### config.mk
export PLATFORM = sky130hd
export DESIGN_NAME = shared_reg_arbiter
export DESIGN_NICKNAME = d
export VERILOG_FILES = /design/src/rtl/shared_reg_arbiter.sv
export SDC_FILE = /design/constraint.sdc
export NUM_CORES = 1
export LEC_CHECK = 0
export CAP_MARGIN = 20
export CORE_UTILIZATION = 46
export DETAILED_ROUTE_END_ITERATION = 6
export HOLD_SLACK_MARGIN = 0.05
export PLACE_DENSITY = 0.84
export SYNTH_ARGS = -nofsm -noshare
export SYNTH_HDL_FRONTEND = slang
export SYNTH_SLANG_ARGS = --single-unit
export TNS_END_PERCENT = 5
### constraint.sdc
create_clock -name clk -period 2.4 [get_ports clk]
set_clock_uncertainty 0.05 [all_clocks]
set_input_delay 0.36 -clock clk [delete_from_list [all_inputs] [get_ports clk]]
set_output_delay 0.36 -clock clk [all_outputs]
set_load 0.005 [all_outputs]
### src/rtl/shared_reg_arbiter.sv
// Round-robin arbiter that shares one WIDTH-bit register between N requesters.
// Each grant loads the winner's data, then locks the register for HOLD cycles.
module shared_reg_arbiter #(
    parameter int N     = 4,
    parameter int WIDTH = 8,
    parameter int HOLD  = 2
) (
    input  logic                   clk,
    input  logic                   rst,
    input  logic [N-1:0]           req,
    input  logic [N*WIDTH-1:0]     wr_data,
    output logic [N-1:0]           gnt,
    output logic [WIDTH-1:0]       q,
    output logic                   q_valid,
    output logic [$clog2(N)-1:0]   owner,
    output logic                   busy
);

    localparam int PW = $clog2(N);
    localparam logic [PW-1:0] PTR_RST = PW'(N - 1);
    localparam logic [3:0]    HOLD_LD = (HOLD > 0) ? 4'(HOLD - 1) : 4'd0;
    localparam logic          HOLD_EN = (HOLD > 0) ? 1'b1 : 1'b0;

    typedef enum logic [1:0] {
        ST_IDLE  = 2'd0,
        ST_GRANT = 2'd1,
        ST_HOLD  = 2'd2
    } state_t;

    state_t             state_r;
    state_t             state_nxt_s;
    logic [N-1:0]       gnt_r;
    logic [N-1:0]       gnt_nxt_s;
    logic [WIDTH-1:0]   q_r;
    logic [WIDTH-1:0]   q_nxt_s;
    logic               q_valid_r;
    logic               q_valid_nxt_s;
    logic [PW-1:0]      owner_r;
    logic [PW-1:0]      owner_nxt_s;
    logic               busy_r;
    logic               busy_nxt_s;
    logic [PW-1:0]      ptr_r;
    logic [PW-1:0]      ptr_nxt_s;
    logic [3:0]         cnt_r;
    logic [3:0]         cnt_nxt_s;
    logic [PW-1:0]      cand_s;
    logic [PW-1:0]      win_idx_s;
    logic               win_found_s;
    logic [WIDTH-1:0]   owner_data_s;

    function automatic logic [N-1:0] onehot_f(input logic [PW-1:0] idx);
        logic [N-1:0] v;
        v      = '0;
        v[idx] = 1'b1;
        return v;
    endfunction

    // Round-robin search: first requester after ptr, wrapping modulo N.
    always_comb begin
        win_found_s = 1'b0;
        win_idx_s   = '0;
        cand_s      = '0;
        for (int k = 1; k <= N; k++) begin
            cand_s = PW'((int'(ptr_r) + k) % N);
            if (!win_found_s && req[cand_s]) begin
                win_found_s = 1'b1;
                win_idx_s   = cand_s;
            end else begin
                win_found_s = win_found_s;
            end
        end
    end

    // Data of the requester currently holding the grant.
    always_comb begin
        owner_data_s = wr_data[owner_r*WIDTH +: WIDTH];
    end

    // Next-state and next-output logic for the arbitration FSM.
    always_comb begin
        state_nxt_s   = state_r;
        gnt_nxt_s     = '0;
        q_nxt_s       = q_r;
        q_valid_nxt_s = q_valid_r;
        owner_nxt_s   = owner_r;
        ptr_nxt_s     = ptr_r;
        cnt_nxt_s     = cnt_r;
        case (state_r)
            ST_IDLE: begin
                if (win_found_s) begin
                    state_nxt_s = ST_GRANT;
                    gnt_nxt_s   = onehot_f(win_idx_s);
                    owner_nxt_s = win_idx_s;
                end else begin
                    state_nxt_s = ST_IDLE;
                end
            end
            ST_GRANT: begin
                // A withdrawn request aborts without touching q or the pointer.
                if (req[owner_r]) begin
                    q_nxt_s       = owner_data_s;
                    q_valid_nxt_s = 1'b1;
                    ptr_nxt_s     = owner_r;
                    if (HOLD_EN) begin
                        state_nxt_s = ST_HOLD;
                        cnt_nxt_s   = HOLD_LD;
                    end else begin
                        state_nxt_s = ST_IDLE;
                    end
                end else begin
                    state_nxt_s = ST_IDLE;
                end
            end
            ST_HOLD: begin
                if (cnt_r == 4'd0) begin
                    state_nxt_s = ST_IDLE;
                end else begin
                    cnt_nxt_s = cnt_r - 4'd1;
                end
            end
            default: begin
                state_nxt_s = ST_IDLE;
                cnt_nxt_s   = 4'd0;
            end
        endcase
        busy_nxt_s = (state_nxt_s != ST_IDLE) ? 1'b1 : 1'b0;
    end

    // State and output registers with asynchronous clear.
    always_ff @(posedge clk or negedge rst) begin
        if (!rst) begin
            state_r   <= ST_IDLE;
            gnt_r     <= '0;
            q_r       <= '0;
            q_valid_r <= 1'b0;
            owner_r   <= '0;
            busy_r    <= 1'b0;
            ptr_r     <= PTR_RST;
            cnt_r     <= 4'd0;
        end else begin
            state_r   <= state_nxt_s;
            gnt_r     <= gnt_nxt_s;
            q_r       <= q_nxt_s;
            q_valid_r <= q_valid_nxt_s;
            owner_r   <= owner_nxt_s;
            busy_r    <= busy_nxt_s;
            ptr_r     <= ptr_nxt_s;
            cnt_r     <= cnt_nxt_s;
        end
    end

    assign gnt     = gnt_r;
    assign q       = q_r;
    assign q_valid = q_valid_r;
    assign owner   = owner_r;
    assign busy    = busy_r;

endmodule

==> results.md <==
- Worst rel slew slack: 55.5%
- Layout cells sized above 1: between 10% and 20%
- Synth cell count leaders: dfrtp_1 (22), mux4_2 (8), o21ai_0 (8)
- Met3 WL post-DR: between 100 and 150 um
- Top post-synthesis cells by area: dfrtp_1 (40%), mux4_2 (13%), ha_1 (5.4%)
- Core footprint: 2810 sq um
- Initial Util: between 40% and 50%
- Via density: 5.56
- Initial antenna violation count: 0
- Yosys Warn Count: 0
- Largest family of logic cells by synthesized area: multiplexers
- Compound-Gate Fraction of Synth Area: 11.8%
- Crit path cell chain: clkdlybuf4s50_1
- CP delay by family, top: flip-flops
- GP Congestion: 0.814
- Worst-path clk slew: 0.14 ns
- Fin crit period: between 2 and 2.5 ns
- Congestion Overflow GR: 0
- Met2 wire len: 1660 um
- RSZ-0062 raised after global routing: false
- I/O pin cnt: 54
- Worst-case vdd ir drop: ~670 uV
- CP max FO: 14
- Ys flop type: dfrtp_1
- Drt pass-1 iters: 6
- Worst r2r path cells: 2
- Simple-gate area share of the yosys netlist: a little over a tenth
- Sequential power share: 34.0%
- CP Data Required Time: 1.99 ns
- Fmax: 464 MHz
- Sequential area share after synthesis: 43.8%
- Buf+Inv Stages, Crit Path: 1
- M1 WL: 1200 um
- Post-Syn Nets: 155
- DIE HEIGHT: 56.7 um
- Detailed placement HPWL: 2440 um
- Gate power share: 52.9%
- Number of global-route vias before repair: roughly 1200
- Diodes inserted: 0
- Slowest CP cell: dfrtp_1
- Final #Nets: 212
- Area Overhead vs Synth: 44.8%
- CTS Hold Bufs: 0
- CTS-repair resized insts: 0
- DRC violations left: 2
- Critical path class: register to output pin
- Crit path arrival time: 1.75 ns
- Xor and xnor area share after synthesis: 0%
- Mean routed wirelength per cell: 15.4 um
- Maxcap violations: 0
- Final core utilization: 71.1%
- Worst slew pin tran: about 0.67 ns
- Initial DRC Count: 48
- Post-synth ARST share: 100%
- Die X: 56.7 um
- Largest net degree at the start of global routing: 25
- Final WL: 3060 um
- CTS tree: built
- Post-synth EDFFs: 0
- Area leader, netlist: dfrtp_1
- Post-CTS setup buffers: 0
- Run status: finished, violations left
- Clk root buf: clkbuf_4
- Crit share post-route: 89.9%
- CP Capture Type: output pin
- Min-delay worst type: input port to asynchronous set/reset pin
- Yosys cell types: 33
- Final slew viol count: 0
- Via count: 1101
- Total Neg Setup Slack: 0 ns
- Die area: 3220 sq um
- Switch share: 33.8%
- Clk sinks: 24
- Critical Path Source Type: register
- Clk pwr share: 13.1%
- Cell-internal power: roughly 1.5 mW
- Top-count cell post-synth: dfrtp_1
- Buffers on Ports: 53
- Net Switching: 0.761 mW
- Adder-Cell Fraction of Synth Area: 5.45%
- Tot GR Track Use: 21.4%
- Global-route wire length before repair: 5220 um
- Failing checks: DRC
- Post-synthesis mux area share: 25.4%
- Setup Viol. Count Final: 0
- Number of routed nets with antenna violations: 0
- Highest routed layer: met4
- Row count: 19
- Leakage: 0.829 nW
- Post-synth top area share: roughly two fifths
- Clk Latency, worst-skew pair: approximately 0.32 ns
- Max incr delay on CP: 0.80 ns
- PwrDens: 1130 nW/um^2
- Cells after Synth: 111
- Syn_area_per_cell: roughly 12 sq um
- Number of synthesized register bits: 24
- Post-Syn Area: 1380 sq um
- Max Root-Sink Buffers: 2
- H-tree levels: 1
- CTS Buf Count: 3
- Levels on crit path: 1
- Hold Fails Final Rpt: 0
## power by group through the flow
| stage | Combinational [mW] | Sequential, mW | Clock, mW |
|---|---|---|---|
| final | 1.19 | 0.765 | 0.295 |
| after global routing | 1.30 | 0.800 | 0.319 |
| after CTS | 1.20 | 0.769 | 0.301 |
| after detailed placement | 1.19 | 0.778 | 0 |
| after global placement | 1.16 | 0.768 | 0 |
| after floorplan | 0.794 | 0.719 | 0 |
## area by class of cell
cell class | instances | area, sq um
fillers | 214 | 811
inverters | 4 | 15.0
flip-flops and latches | 24 | 603
repair buffers | 55 | 546
clock inverters | 1 | 30.0
well taps | 31 | 38.8
multi-input cells | 80 | 739
clock buffers | 3 | 22.5
## per-stage QoR
| step | std cells | setup slack, ns | instance area [sq um] | total power, mW | hold slack (ns) |
|---|---|---|---|---|---|
| CTS | 198 | 0.196 | 1990 | 2.27 | 0.347 |
| global route | 198 | 0.106 | 1990 | 2.42 | 0.351 |
| global placement | 194 | 0.333 | 1940 | 1.93 | 0.403 |
| finish | 198 | 0.244 | 1990 | 2.25 | 0.327 |
| detailed placement | 194 | 0.253 | 1940 | 1.97 | 0.403 |
| floorplan | 111 | 0.760 | 1380 | 1.51 | 0.0144 |
## layout by cell type (no fill, tap or decap), drive strengths merged, types with 3 or more instances in the layout
cell	Yosys	layout
clkbuf	1	3
nor2	7	7
nand2b	7	7
dfrtp	22	22
clkdlybuf4s50	0	53
a21oi	3	3
inv	4	4
nand2	7	7
mux4	8	8
ha	6	6
o31ai	4	4
mux2	12	12
o21ai	8	8
## kinds of logic (layout without fill, tap and decap cells)
logic type / after synthesis / after routing
and+or+nand+nor: 28 / 28
AOI/OAI and AO/OA: 24 / 24
DFF: 24 / 24
muxes: 22 / 22
buffers and inverters: 7 / 63
adders and majority gates: 6 / 6
## sequential cells by signal (all words and copies together) (netlist names)
signal   count
ptr_r        2
cnt_r        4
gnt          4
state_r      2
owner        2
busy         1
q_valid      1
q            8
## final timing paths
check / from / endpoint / slack, ns
worst max-delay path: owner[0]$_DFFE_PN0P_ / owner[0] / 0.24
worst min-delay path: rst / q[7]$_DFFE_PN0P_ / 0.33
worst max register to register: owner[0]$_DFFE_PN0P_ / q[6]$_DFFE_PN0P_ / 0.54
worst min register to register: q_valid$_DFFE_PN0P_ / q_valid$_DFFE_PN0P_ / 0.43
max in group asynchronous: rst / ptr_r[0]$_DFFE_PN1P_ / 1.67
min in group clk: q_valid$_DFFE_PN0P_ / q_valid$_DFFE_PN0P_ / 0.43
## per-layer routing
metal  vias up  GRT usage, %
met2        27          37.2
met1       542          24.9
met5         -             0
met4         0          9.64
met3        10          5.07
li1        522             -
Power figures use the tool's default switching activity.
